<file path="config.mk">
export PLATFORM = sky130hd
export DESIGN_NAME = mmio_accel_bridge
export DESIGN_NICKNAME = d
export VERILOG_FILES = /design/src/rtl/mmio_accel_pkg.sv /design/src/rtl/mmio_accel_bridge_rd_pipe.sv /design/src/rtl/mmio_accel_bridge.sv
export SDC_FILE = /design/constraint.sdc
export NUM_CORES = 1
export LEC_CHECK = 0
export CORE_ASPECT_RATIO = 1.4
export CORE_MARGIN = 5
export CORE_UTILIZATION = 49
export CTS_CLUSTER_SIZE = 10
export DETAILED_ROUTE_END_ITERATION = 10
export PLACE_DENSITY = 0.87
export SYNTH_ARGS = -nofsm -noshare
export SYNTH_HDL_FRONTEND = slang
export SYNTH_SLANG_ARGS = --single-unit
</file>
<file path="constraint.sdc">
create_clock -name clk -period 1.8 [get_ports clk]
set_input_delay 0.36 -clock clk [delete_from_list [all_inputs] [get_ports clk]]
set_output_delay 0.36 -clock clk [all_outputs]
set_load 0.01 [all_outputs]
</file>
<file path="src/rtl/mmio_accel_pkg.sv">
// mmio_accel_pkg: register offsets, STATUS bit positions, run modes and FSM states for the MMIO accelerator bridge.
package mmio_accel_pkg;
    localparam int REG_CFG0     = 0;
    localparam int REG_CFG1     = 1;
    localparam int REG_CMD      = 2;
    localparam int REG_STATUS   = 3;
    localparam int REG_IRQ_MASK = 4;
    localparam int REG_PERF     = 5;
    localparam int ST_BUSY = 0;
    localparam int ST_ERR  = 1;
    localparam int ST_EV   = 2;
    localparam logic [1:0] MODE_IDLE = 2'd0;
    localparam logic [1:0] MODE_SA   = 2'd1;
    localparam logic [1:0] MODE_FC   = 2'd2;
    typedef enum logic {IDLE, RUN} state_t;
    function automatic logic [31:0] byte_mask(input logic [3:0] we);
        return {{8{we[3]}}, {8{we[2]}}, {8{we[1]}}, {8{we[0]}}};
    endfunction
endpackage

</file>
<file path="src/rtl/mmio_accel_bridge_rd_pipe.sv">
// mmio_rd_pipe: RD_LAT-deep read tag/data pipeline; picks register or buffer data and registers it onto rddata.
module mmio_rd_pipe #(
    parameter int REGION_W = 3,
    parameter int NUM_BUF  = 4,
    parameter int BUF_W    = 8,
    parameter int RD_LAT   = 2
) (
    input  logic                      clk,
    input  logic                      rst_n,
    input  logic                      rd_i,
    input  logic [REGION_W-1:0]       region_i,
    input  logic [31:0]               reg_data_i,
    input  logic [NUM_BUF*BUF_W-1:0]  buf_rdata_i,
    output logic [31:0]               rddata_o
);
    logic                vld_q [RD_LAT];
    logic [REGION_W-1:0] tag_q [RD_LAT];
    logic [31:0]         dat_q [RD_LAT];
    logic [31:0]         rddata_q, rddata_d, sel;

    // Register data is captured at issue so every read sees the same latency.
    always_comb begin
        sel = '0;
        if (tag_q[RD_LAT-1] == '0)
            sel = dat_q[RD_LAT-1];
        for (int k = 0; k < NUM_BUF; k++)
            if (tag_q[RD_LAT-1] == REGION_W'(k + 1))
                sel = 32'(buf_rdata_i[k*BUF_W +: BUF_W]);
        rddata_d = vld_q[RD_LAT-1] ? sel : rddata_q;
    end

    always_ff @(posedge clk or negedge rst_n) begin
        if (!rst_n) begin
            for (int i = 0; i < RD_LAT; i++) begin
                vld_q[i] <= 1'b0;
                tag_q[i] <= '0;
                dat_q[i] <= '0;
            end
            rddata_q <= '0;
        end else begin
            vld_q[0] <= rd_i;
            tag_q[0] <= region_i;
            dat_q[0] <= reg_data_i;
            for (int i = 1; i < RD_LAT; i++) begin
                vld_q[i] <= vld_q[i-1];
                tag_q[i] <= tag_q[i-1];
                dat_q[i] <= dat_q[i-1];
            end
            rddata_q <= rddata_d;
        end
    end

    assign rddata_o = rddata_q;
endmodule

</file>
<file path="src/rtl/mmio_accel_bridge.sv">
// mmio_accel_bridge: BRAM-port to accelerator bridge with buffer fan-out, config/cmd/status/irq registers and run FSM.
// Define MMIO_PERF_CNT_EN to add the saturating run-cycle counter at register offset 5.
module mmio_accel_bridge
    import mmio_accel_pkg::*;
#(
    parameter int ADDR_W   = 22,
    parameter int REGION_W = 3,
    parameter int NUM_BUF  = 4,
    parameter int OFF_W    = 17,
    parameter int BUF_W    = 8,
    parameter int RD_LAT   = 2,
    parameter int NUM_EV   = 18
) (
    input  logic                     clk,
    input  logic                     rst_n,
    input  logic [ADDR_W-1:0]        addr_a,
    input  logic [31:0]              wrdata_a,
    output logic [31:0]              rddata_a,
    input  logic                     en_a,
    input  logic [3:0]               we_a,
    output logic [NUM_BUF-1:0]       buf_wren_o,
    output logic [NUM_BUF-1:0]       buf_rden_o,
    output logic [OFF_W-1:0]         buf_ptr_o,
    output logic [BUF_W-1:0]         buf_wdata_o,
    input  logic [NUM_BUF*BUF_W-1:0] buf_rdata_i,
    output logic [31:0]              cfg0_o,
    output logic [31:0]              cfg1_o,
    output logic                     start_o,
    output logic [1:0]               mode_o,
    input  logic                     core_done_i,
    input  logic [NUM_EV-1:0]        ev_i,
    output logic                     irq_o
);
    localparam logic [31:0] IRQ_BITS = 32'(((64'd1 << (NUM_EV + 2)) - 64'd1) & ~64'd1);

    logic [REGION_W-1:0] region;
    logic [OFF_W-1:0]    offset;
    logic                wr, rd, is_reg, is_buf, reg_ok, reg_wr, cmd_wr, start_d, start_q, err_d, err_q, irq_d, irq_q;
    logic [31:0]         wmask, wval, st_clr, cfg0_d, cfg0_q, cfg1_d, cfg1_q, imask_d, imask_q;
    logic [31:0]         status_q, status_d, perf_rd, reg_rdata;
    logic [NUM_EV-1:0]   ev_d, ev_q;
    logic [1:0]          mode_d, mode_q;
    state_t              state_d, state_q;

    assign region = addr_a[ADDR_W-1 -: REGION_W];
    assign offset = addr_a[OFF_W+1:2];
    assign wr     = en_a & |we_a;
    assign rd     = en_a & ~|we_a;
    assign is_reg = region == '0;
    assign is_buf = !is_reg && region <= REGION_W'(NUM_BUF);
    assign reg_ok = is_reg && offset <= OFF_W'(REG_PERF);
    assign reg_wr = wr & reg_ok;
    assign wmask  = byte_mask(we_a);
    assign wval   = wrdata_a & wmask;

    always_comb begin
        buf_wren_o = '0;
        buf_rden_o = '0;
        for (int k = 0; k < NUM_BUF; k++) begin
            buf_wren_o[k] = wr & we_a[0] & (region == REGION_W'(k + 1));
            buf_rden_o[k] = rd & (region == REGION_W'(k + 1));
        end
    end
    assign buf_ptr_o   = offset;
    assign buf_wdata_o = wrdata_a[BUF_W-1:0];

    always_comb begin
        cfg0_d   = reg_wr && offset == OFF_W'(REG_CFG0) ? (cfg0_q & ~wmask) | wval : cfg0_q;
        cfg1_d   = reg_wr && offset == OFF_W'(REG_CFG1) ? (cfg1_q & ~wmask) | wval : cfg1_q;
        imask_d  = reg_wr && offset == OFF_W'(REG_IRQ_MASK) ? ((imask_q & ~wmask) | wval) & IRQ_BITS : imask_q;
        cmd_wr   = reg_wr && offset == OFF_W'(REG_CMD);
        st_clr   = reg_wr && offset == OFF_W'(REG_STATUS) ? wval : '0;
        start_d  = state_q == IDLE && cmd_wr && wrdata_a[1:0] != MODE_IDLE;
        state_d  = start_d ? RUN : (state_q == RUN && core_done_i) ? IDLE : state_q;
        mode_d   = start_d ? wrdata_a[1:0] : state_d == IDLE ? MODE_IDLE : mode_q;
        // New events and errors win over a same-cycle write-1-to-clear.
        err_d    = (en_a & ~is_buf & ~reg_ok) | (cmd_wr & state_q == RUN) | (err_q & ~st_clr[ST_ERR]);
        ev_d     = ev_i | (ev_q & ~st_clr[ST_EV +: NUM_EV]);
        status_d = 32'({ev_d, err_d, state_d == RUN});
        irq_d    = |(status_d & imask_d & IRQ_BITS);
    end
    assign status_q = 32'({ev_q, err_q, state_q == RUN});

`ifdef MMIO_PERF_CNT_EN
    logic [31:0] perf_d, perf_q;
    assign perf_d = start_d ? '0 : (state_q == RUN && perf_q != '1) ? perf_q + 32'd1 : perf_q;
    always_ff @(posedge clk or negedge rst_n)
        if (!rst_n) perf_q <= '0;
        else        perf_q <= perf_d;
    assign perf_rd = perf_q;
`else
    assign perf_rd = '0;
`endif

    assign reg_rdata = offset == OFF_W'(REG_CFG0)     ? cfg0_q   :
                       offset == OFF_W'(REG_CFG1)     ? cfg1_q   :
                       offset == OFF_W'(REG_STATUS)   ? status_q :
                       offset == OFF_W'(REG_IRQ_MASK) ? imask_q  :
                       offset == OFF_W'(REG_PERF)     ? perf_rd  : '0;

    always_ff @(posedge clk or negedge rst_n) begin
        if (!rst_n) begin
            state_q <= IDLE;
            start_q <= 1'b0;
            mode_q  <= MODE_IDLE;
            cfg0_q  <= '0;
            cfg1_q  <= '0;
            imask_q <= '0;
            err_q   <= 1'b0;
            ev_q    <= '0;
            irq_q   <= 1'b0;
        end else begin
            state_q <= state_d;
            start_q <= start_d;
            mode_q  <= mode_d;
            cfg0_q  <= cfg0_d;
            cfg1_q  <= cfg1_d;
            imask_q <= imask_d;
            err_q   <= err_d;
            ev_q    <= ev_d;
            irq_q   <= irq_d;
        end
    end

    mmio_rd_pipe #(
        .REGION_W(REGION_W), .NUM_BUF(NUM_BUF), .BUF_W(BUF_W), .RD_LAT(RD_LAT)
    ) u_rd_pipe (
        .clk(clk), .rst_n(rst_n), .rd_i(rd), .region_i(region),
        .reg_data_i(reg_rdata), .buf_rdata_i(buf_rdata_i), .rddata_o(rddata_a)
    );

    assign cfg0_o  = cfg0_q;
    assign cfg1_o  = cfg1_q;
    assign start_o = start_q;
    assign mode_o  = mode_q;
    assign irq_o   = irq_q;
endmodule

</file>
==> results.cfg, run 1 <==
[grt]
grt_max_degree = 61
grt_pass1_wl_um = 46200
grt_pass1_vias = 8137
gr-total-overflow = 0
grt.total_usage = 0.275
antenna_found_initial = 2

[synth]
avgSynthCellArea_um2 = 12.0
yosysSeqAreaShare = 0.583
synth.distinct_cells = 54
yosys_register_bits = 212
synth_edf_count = 0
yosys_warnings = 0
netlist_area_mm2 = 0.00911
synthArstFlopShare = 1.00
syn_inst = 762
synth_flop_cell = dfrtp_1
syn_nets = 876

[layout]
fillCellCount = 1143
drive_above_1_share = 0.275
nets = 1184
syn_to_final_growth_pct = 46.7
post-route-cell-area_mm2 = 0.0134
fin_util = 0.724
fin_cells = 1317

[clocking]
clk_latency_ns = 0.50
cts_sinks = 212
clkSlewWorstSetupHoldPaths_ns = 0.05
root_buffer = clkbuf_16
cts_buffer_depth = 3
cts_tree = built
htreeDepth = 1
cts_made_buffers = 25

[pwr]
power_density_mw_per_mm2 = 756
power_mw = 10.1
cellLeakagePower_nw = 7.16
ir_drop_mv = 0.547

[floorplan]
dieArea_mm2 = 0.0214
dieHeight_um = 171
coreArea_mm2 = 0.0185
start_util = 0.493
dieWidth_um = 125
ios = 245
row_count = 59

[drt]
first_iter_violations = 814
wl_per_cell_um = 23.4
drc = 0
num_vias = 7612
vias_per_cell = 5.78
firstDrtPassIters = 6
routed_wl_um = 30800
antenna_left = 0

[setup_path]
worst_setup_path_end_kind = register
cpMaxStageDelayCell = dlygate4sd2_1
path_buf_inv = 2
critPathTopFamily = simple AND/OR/NAND/NOR gates
critPathKind = input port to register
worstPathRequired_ns = 2.16
crit_chain = dlygate4sd2_1, nor3b_4, buf_4, nand3_2, o21ai_1, a22oi_2, a2111oi_4, nand4_1, nand4b_1
critPathLaunchType = input port
cp.arrival_ns = 2.41
path_max_fanout = 4
slowest_delay_ns = 0.31

[sta]
fin_crit_ns = 2.05
setup_viol = 59
skew_ns = 0.00956
min_period_over_period = 1.14
grt_setup_unrepaired = true
worst_slew_pin_slew_ns = 0.496
finalMaxSlewViolations = 0
hold_viol = 0
fmax_ghz = 0.489
setup_ws_ns = -0.246
whs_ns = 0.0556
max_slew_margin = 0.669

[min_path]
min_path_type = input port to register

[place]
gp_congestion = 0.866
dp_cells = 1278
dpl.hpwl_um = 20000
port_buffers = 242
dpl_cell_area_mm2 = 0.0125

[outcome]
status = complete, but fails checks
violations = negative setup slack

[job]
drv_cap = 0
worst paths after layout:
check / start / to / slack [ns] / cells after the start
worst max-delay path: addr_a[3] / irq_o / -0.25 / 9
worst min-delay path: addr_a[19] / u_rd_pipe.tag_q[3] / 0.06 / 1
worst max register to register: u_rd_pipe.tag_q[1] / u_rd_pipe.rddata_o[16] / 0.23 / 5
worst min register to register: u_rd_pipe.dat_q[37] / u_rd_pipe.dat_q[5] / 0.34 / 0
max in group asynchronous: rst_n / asynchronous set/reset pin / 0.87 / 3
min in group asynchronous: rst_n / start_o / 0.32 / 2
Yosys cell counts (8+ instances only):
library cell / instances / area (um^2)
buf_2: 8 / 40.0
a22oi_1: 31 / 233
mux2i_1: 19 / 190
mux2_4: 35 / 526
inv_1: 30 / 113
mux2_2: 18 / 203
buf_4: 26 / 195
mux2_1: 27 / 304
nand4_1: 9 / 56.3
dfrtp_1: 212 / 5310
nor2_1: 93 / 349
nand3_1: 11 / 55.1
a21oi_1: 25 / 125
o21ai_0: 33 / 165
nand2_1: 65 / 244
clkbuf_1: 23 / 86.3
a21o_1: 14 / 105
per-stage QoR:
stage	TNS [ns]	setup WS [ns]
floorplan	-22.72	-0.501
finish	-3.19	-0.246
global route	-6.34	-0.376
detailed placement	-123.67	-1.20
CTS	-6.92	-0.201
global placement	-109.79	-1.09
worst register-to-register path, stage by stage (launching register included):
cell     delay (ns)
dfrtp_1        0.49
buf_4          0.21
nor4b_2        0.37
buf_12         0.22
nand2_1        0.10
o21ai_0        0.09
layout make-up:
type	count	area, um^2	area share
sequential	212	5310	0.397
multi-input combinational	461	3740	0.280
timing repair buffer	340	3240	0.242
clock buffer	27	643	0.0481
tap	244	305	0.0229
inverter	30	113	0.00843
clock inverter	1	7.51	0.000562
antenna	2	5.00	0.000375
cell usage in the layout, fill, tap and decap left out, types with 5 or more instances in the layout:
master / instances
o211ai_1: 5
clkdlybuf4s50_1: 119
buf_12: 8
dfrtp_1: 212
nor2_2: 6
a21o_1: 14
o21ai_0: 27
mux2i_1: 19
nand2_1: 62
and4_4: 5
nand3_1: 8
buf_2: 11
a21oi_1: 25
a22oi_1: 28
clkbuf_2: 5
mux2_2: 11
nor2_4: 5
nand4_1: 9
mux2_4: 69
nor2_1: 82
dlygate4sd2_1: 61
o21a_1: 7
clkbuf_16: 25
inv_1: 29
buf_4: 83
buf_6: 8
dlymetal6s2s_1: 34
report_power, final:
group          switching, mW  leakage [nW]  internal (mW)
combinational          0.480          4.01          0.510
sequential            0.0331          2.83           4.82
clock                   1.77         0.317           2.49
total                   2.28          7.16           7.82
layer usage:
layer	wire length (um)	global-route usage	share of wire
met1	10700	0.314	0.35
met2	15300	0.470	0.50
met3	2470	0.0596	0.080
met4	2370	0.177	0.077
met5	0	0	0
kinds of logic after synthesis:
logic type               Yosys count  share of synthesized area
AO/OA/AOI/OAI                    131                     0.0945
multiplexers                     100                      0.137
adder cells (fa/ha/maj)            2                    0.00275
AND/OR/NAND/NOR                  225                      0.132
flip-flops                       212                      0.583
buffers and inverters             92                     0.0514
repair_timing:
item / CTS / global route
gates resized for setup: 198 / 63
setup buffers: 3 / 4
hold buffers: 1 / 0
pin swaps: 27 / 20
hold endpoints to repair: 27 / 0
setup endpoints to repair: 216 / 126
cloned: 3 / 0
No activity file was read; power rests on OpenSTA's default activity.
==> run 2, diff against run 1 <==
--- a/config.mk
+++ b/config.mk
@@ -5,12 +5,13 @@
 export SDC_FILE = /design/constraint.sdc
 export NUM_CORES = 1
 export LEC_CHECK = 0
+export CAP_MARGIN = 20
 export CORE_ASPECT_RATIO = 1.4
 export CORE_MARGIN = 5
 export CORE_UTILIZATION = 49
 export CTS_CLUSTER_SIZE = 10
 export DETAILED_ROUTE_END_ITERATION = 10
-export PLACE_DENSITY = 0.87
+export PLACE_DENSITY = 0.81
 export SYNTH_ARGS = -nofsm -noshare
 export SYNTH_HDL_FRONTEND = slang
 export SYNTH_SLANG_ARGS = --single-unit
==> results.cfg, run 2 (same netlist as run 1, synthesis figures left out) <==
[drt]
antenna_left = 0
num_vias = 7160
firstDrtPassIters = 5
wl_per_cell_um = 20.8
vias_per_cell = 5.47
routed_wl_um = 27200
drc = 0
first_iter_violations = 475

[setup_path]
crit_cells = 9
cp.arrival_ns = 2.35
rr_worst_depth = 5
startpoint = addr_a[11]
path_buf_inv = 3
worstPathRequired_ns = 2.18
crit_chain = buf_8, nor4_4, and4_4, and4_4, buf_12, mux2_4, a222oi_1, buf_4, nand4b_1
slowest_delay_ns = 0.37
worst_setup_path_end_kind = register
crit_top_cell = and4_4
path_max_fanout = 5
critPathTopFamily = simple AND/OR/NAND/NOR gates
r2r_start = u_rd_pipe.tag_q[1]
critPathLaunchType = input port
cpMaxStageDelayCell = a222oi_1
critPathKind = input port to register

[sta]
fmax_ghz = 0.509
skew_ns = 0.0234
worst_slew_pin_slew_ns = 0.467
min_period_over_period = 1.09
setup_ws_ns = -0.166
setup_viol = 41
hold_viol = 0
max_slew_margin = 0.688
whs_ns = 0.0486
fin_crit_ns = 1.97
tns_ns = -0.932
finalMaxSlewViolations = 0
grt_setup_unrepaired = true

[layout]
fillCellCount = 1280
regArea_mm2 = 0.00531
nets = 1177
drive_above_1_share = 0.259
mostFrequentLayoutCells = dfrtp_1 (212), clkdlybuf4s50_1 (123), nor2_1 (90)
multi_input_area_mm2 = 0.00366
fin_cells = 1309
final_common_cell = dfrtp_1
fin_util = 0.714
syn_to_final_growth_pct = 44.6

[floorplan]
start_util = 0.493
ios = 245
coreArea_mm2 = 0.0185
dieHeight_um = 171
dieWidth_um = 125
row_count = 59
dieArea_mm2 = 0.0214

[grt]
grt_pass1_wl_um = 42600
use_met1 = 0.298
busiest_layer = met2
use_met2 = 0.445
grt_pass1_vias = 7719
grt_max_degree = 80
antenna_found_initial = 2
gr-total-overflow = 0
grt.total_usage = 0.249
use_met3 = 0.0398

[place]
dp_cells = 1268
port_buffers = 242
gp_congestion = 0.889
pre_cts_ws_ns = -1.20
dpl.hpwl_um = 19200

[pwr]
p_sw_frac = 0.228
p_switching_mw = 2.29
p_int_mw = 7.76
combPwrFrac = 0.094
seq_power_share = 0.483
cellLeakagePower_nw = 6.86
ir_drop_mv = 0.695
power_frac_clock = 0.423
power_density_mw_per_mm2 = 763

[clocking]
cts_tree = built
cts_made_buffers = 25
clkSlewWorstSetupHoldPaths_ns = 0.06
htreeDepth = 1
cts_sinks = 212
root_buffer = clkbuf_16
cts_buffer_depth = 3
clk_latency_ns = 0.51

[job]
drv_cap = 0

[outcome]
violations = negative setup slack
status = complete, but fails checks

[min_path]
min_path_type = input port to register
hold_path_depth = 1
hold_path_startpoint = addr_a[19]
==> run 2: cell types whose count changed in the layout (fill, tap and decap cells not counted), moves of 5 or more <==
cell / delta
dlymetal6s2s_1: -21
nor2_1: +8
buf_4: -5
dlygate4sd2_1: +18
==> run 2: worst reg2reg max path, stage by stage (launching register included) <==
cell and delay [ns]:
dfrtp_1 0.63, nor2_1 0.12, and2_1 0.24, a22oi_1 0.18
o211ai_1 0.12, o21a_1 0.13
==> run 2: metal layers <==
metal / share of wire / wire length (um) / vias to the layer above
met5: 0 / 0 / -
met4: 0.044 / 1190 / 0
met3: 0.058 / 1590 / 73
met2: 0.53 / 14300 / 309
met1: 0.37 / 10100 / 3576
li1: - / - / 3202
==> run 2: worst paths after layout <==
kind	endpoint	slack [ns]
setup / recovery	irq_o	-0.17
min in group asynchronous	asynchronous set/reset pin	0.24
setup reg to reg	u_rd_pipe.rddata_o[0]	0.27
hold reg to reg	u_rd_pipe.tag_q[1]	0.34
max in group asynchronous	u_rd_pipe.dat_q[43]	0.97
hold / removal	u_rd_pipe.tag_q[3]	0.05
==> run 2: power groups by stage <==
stage,logic (mW),clock network [mW],registers (mW)
floorplan,0.263,0,4.95
global placement,0.918,0,4.94
detailed placement,0.932,0,4.94
CTS,0.944,4.29,4.85
global route,1.01,4.49,4.86
finish,0.942,4.25,4.85
==> run 2: per-stage QoR <==
step	instance area [um^2]	power, mW
2_1_floorplan	9350	5.22
3_3_place_gp	12400	5.85
3_5_place_dp	12400	5.87
4_1_cts	13100	10.1
5_1_grt	13200	10.4
6_report	13200	10.0
==> run 2: what timing repair did <==
action,CTS,global route
setup endpoints to repair,223,103
pin swaps,21,12
setup buffers,7,4
hold endpoints to repair,212,0
gates cloned,1,0
hold buffers,1,0
gates resized for setup,207,31
==> run 2: area by class of cell <==
class / count / area share
Clock inverter: 2 / 0.00133
Timing Repair Buffer: 335 / 0.238
Multi-Input combinational cell: 459 / 0.278
Tap cell: 244 / 0.0232
Sequential cell: 212 / 0.403
Antenna cell: 2 / 0.000380
Clock buffer: 25 / 0.0475
Inverter: 30 / 0.00855
==> run 3, diff against run 2 <==
--- a/config.mk
+++ b/config.mk
@@ -11,7 +11,8 @@
 export CORE_UTILIZATION = 49
 export CTS_CLUSTER_SIZE = 10
 export DETAILED_ROUTE_END_ITERATION = 10
-export PLACE_DENSITY = 0.81
+export PLACE_DENSITY = 0.78
 export SYNTH_ARGS = -nofsm -noshare
 export SYNTH_HDL_FRONTEND = slang
 export SYNTH_SLANG_ARGS = --single-unit
+export TNS_END_PERCENT = 1
==> constraint.sdc (replaced) <==
create_clock -name clk -period 1.8 [get_ports clk]
set_input_delay 0.18 -clock clk [delete_from_list [all_inputs] [get_ports clk]]
set_output_delay 0.18 -clock clk [all_outputs]
set_load 0.01 [all_outputs]
==> results.cfg, run 3 (same netlist as run 1, synthesis figures left out) <==
[outcome]
status = finished clean

[drt]
num_vias = 6967
first_iter_violations = 392
routed_wl_um = 25700
wl_per_cell_um = 19.6
firstDrtPassIters = 5
drc = 0
antenna_left = 0
vias_per_cell = 5.32

[job]
drv_cap = 0

[sta]
skew_ns = 0.0131
min_period_over_period = 0.988
grt_setup_unrepaired = true
finalMaxSlewViolations = 0
setup_viol = 0
max_slew_margin = 0.653
fmax_ghz = 0.562
fin_crit_ns = 1.78
hold_viol = 0
worst_slew_pin_slew_ns = 0.520

[layout]
syn_to_final_growth_pct = 44.2
drive_above_1_share = 0.223
fillCellCount = 1303
fin_util = 0.711
post-route-cell-area_mm2 = 0.0131
final_common_cell = clkdlybuf4s50_1
nets = 1177
mostFrequentLayoutCells = clkdlybuf4s50_1 (213), dfrtp_1 (212), nor2_1 (91)

[setup_path]
cp.arrival_ns = 2.15
r2r-end = u_rd_pipe.rddata_o[1]
cpMaxStageDelayCell = a2111oi_4
r2r_slack_ns = 0.24
worstPathRequired_ns = 2.17
critPathTopFamily = simple AND/OR/NAND/NOR gates
worst_setup_path_end_kind = register
crit_chain = clkdlybuf4s15_1, inv_2, ha_4, and2_4, buf_6, and3_4, nand3_1, a21o_1, a2111oi_4, nand4_1, nand4b_1
slowest_delay_ns = 0.41
r2r_start = u_rd_pipe.tag_q[1]
critPathKind = input port to register
path_max_fanout = 7
rr_worst_depth = 5
critPathLaunchType = input port
path_buf_inv = 3

[floorplan]
dieHeight_um = 171
coreArea_mm2 = 0.0185
row_count = 59
dieArea_mm2 = 0.0214
start_util = 0.493
ios = 245
dieWidth_um = 125

[min_path]
hold_path_depth = 2
hold_path_end = u_rd_pipe.tag_q[5]
min_path_type = input port to register
hold_path_startpoint = addr_a[21]

[clocking]
cts_made_buffers = 25
cts_tree = built
root_buffer = clkbuf_16
cts_buffer_depth = 3
clkSlewWorstSetupHoldPaths_ns = 0.06
htreeDepth = 1
cts_sinks = 212
clk_latency_ns = 0.50

[grt]
grt_pass1_wl_um = 40400
gr-total-overflow = 0
grt_pass1_vias = 7542
grt_max_degree = 57
grt.total_usage = 0.236
antenna_found_initial = 1

[place]
dpl_cell_area_mm2 = 0.0123
gp_congestion = 0.922
dpl.hpwl_um = 18900
port_buffers = 242

[pwr]
cellLeakagePower_nw = 6.21
power_density_mw_per_mm2 = 763
ir_drop_mv = 0.620
==> run 3: timing repair <==
item / 4_1_cts / 5_1_grt
setup endpoints to repair: 106 / 29
endpoints found under the hold margin: 50 / 1
hold buffers: 2 / 1
gates resized for setup: 105 / 27
setup buffers: 5 / 3
pin swaps: 17 / 17
==> run 3: layout make-up <==
type                            count  area [um^2]  share of cell area
Sequential cell                   212         5310               0.404
Multi-Input combinational cell    458         3530               0.269
Timing Repair Buffer              336         3230               0.246
Clock buffer                       27          633              0.0482
Tap cell                          244          305              0.0233
Inverter                           30          113             0.00858
Clock inverter                      2         17.5             0.00133
Antenna cell                        1         2.50            0.000191
==> run 3: how the worst max path moves through the flow <==
stage | start | end | slack [ns] | cells after the start
after floorplan | addr_a[5] | irq_o | -0.32 | 9
final | addr_a[21] | irq_o | 0.02 | 11
after global routing | addr_a[17] | irq_o | -0.05 | 10
after detailed placement | addr_a[20] | irq_o | -1.16 | 11
after global placement | addr_a[20] | irq_o | -1.10 | 11
after CTS | addr_a[13] | irq_o | -0.02 | 8
==> run 3: power breakdown <==
part           internal [mW]  switching (mW)  leakage (nW)  total (mW)
Sequential              4.82          0.0362          2.83        4.86
Combinational          0.510           0.430          3.06       0.940
Clock                   2.46            1.76         0.319        4.22
==> run 3: per-stage QoR <==
step | std cells | hold WS (ns) | worst slack [ns] | power (mW) | TNS, ns
6_report | 1310 | 0.0462 | 0.0214 | 10.0 | 0
5_1_grt | 1310 | 0.0466 | -0.0453 | 10.4 | -0.0453
4_1_cts | 1305 | 0.0379 | -0.0168 | 10.1 | -0.0168
3_5_place_dp | 1269 | 0.187 | -1.16 | 5.86 | -95.79
3_3_place_gp | 1269 | 0.188 | -1.10 | 5.85 | -88.30
2_1_floorplan | 762 | -0.116 | -0.323 | 5.21 | -11.50
==> run 3: per-layer routing <==
metal	wire length [um]	vias to the layer above	global-route usage	part of all wire
met5	0	-	0	0
met4	1080	0	0.102	0.042
met3	1290	66	0.0357	0.050
met2	13300	255	0.428	0.52
met1	10000	3448	0.278	0.39
li1	-	3198	-	-
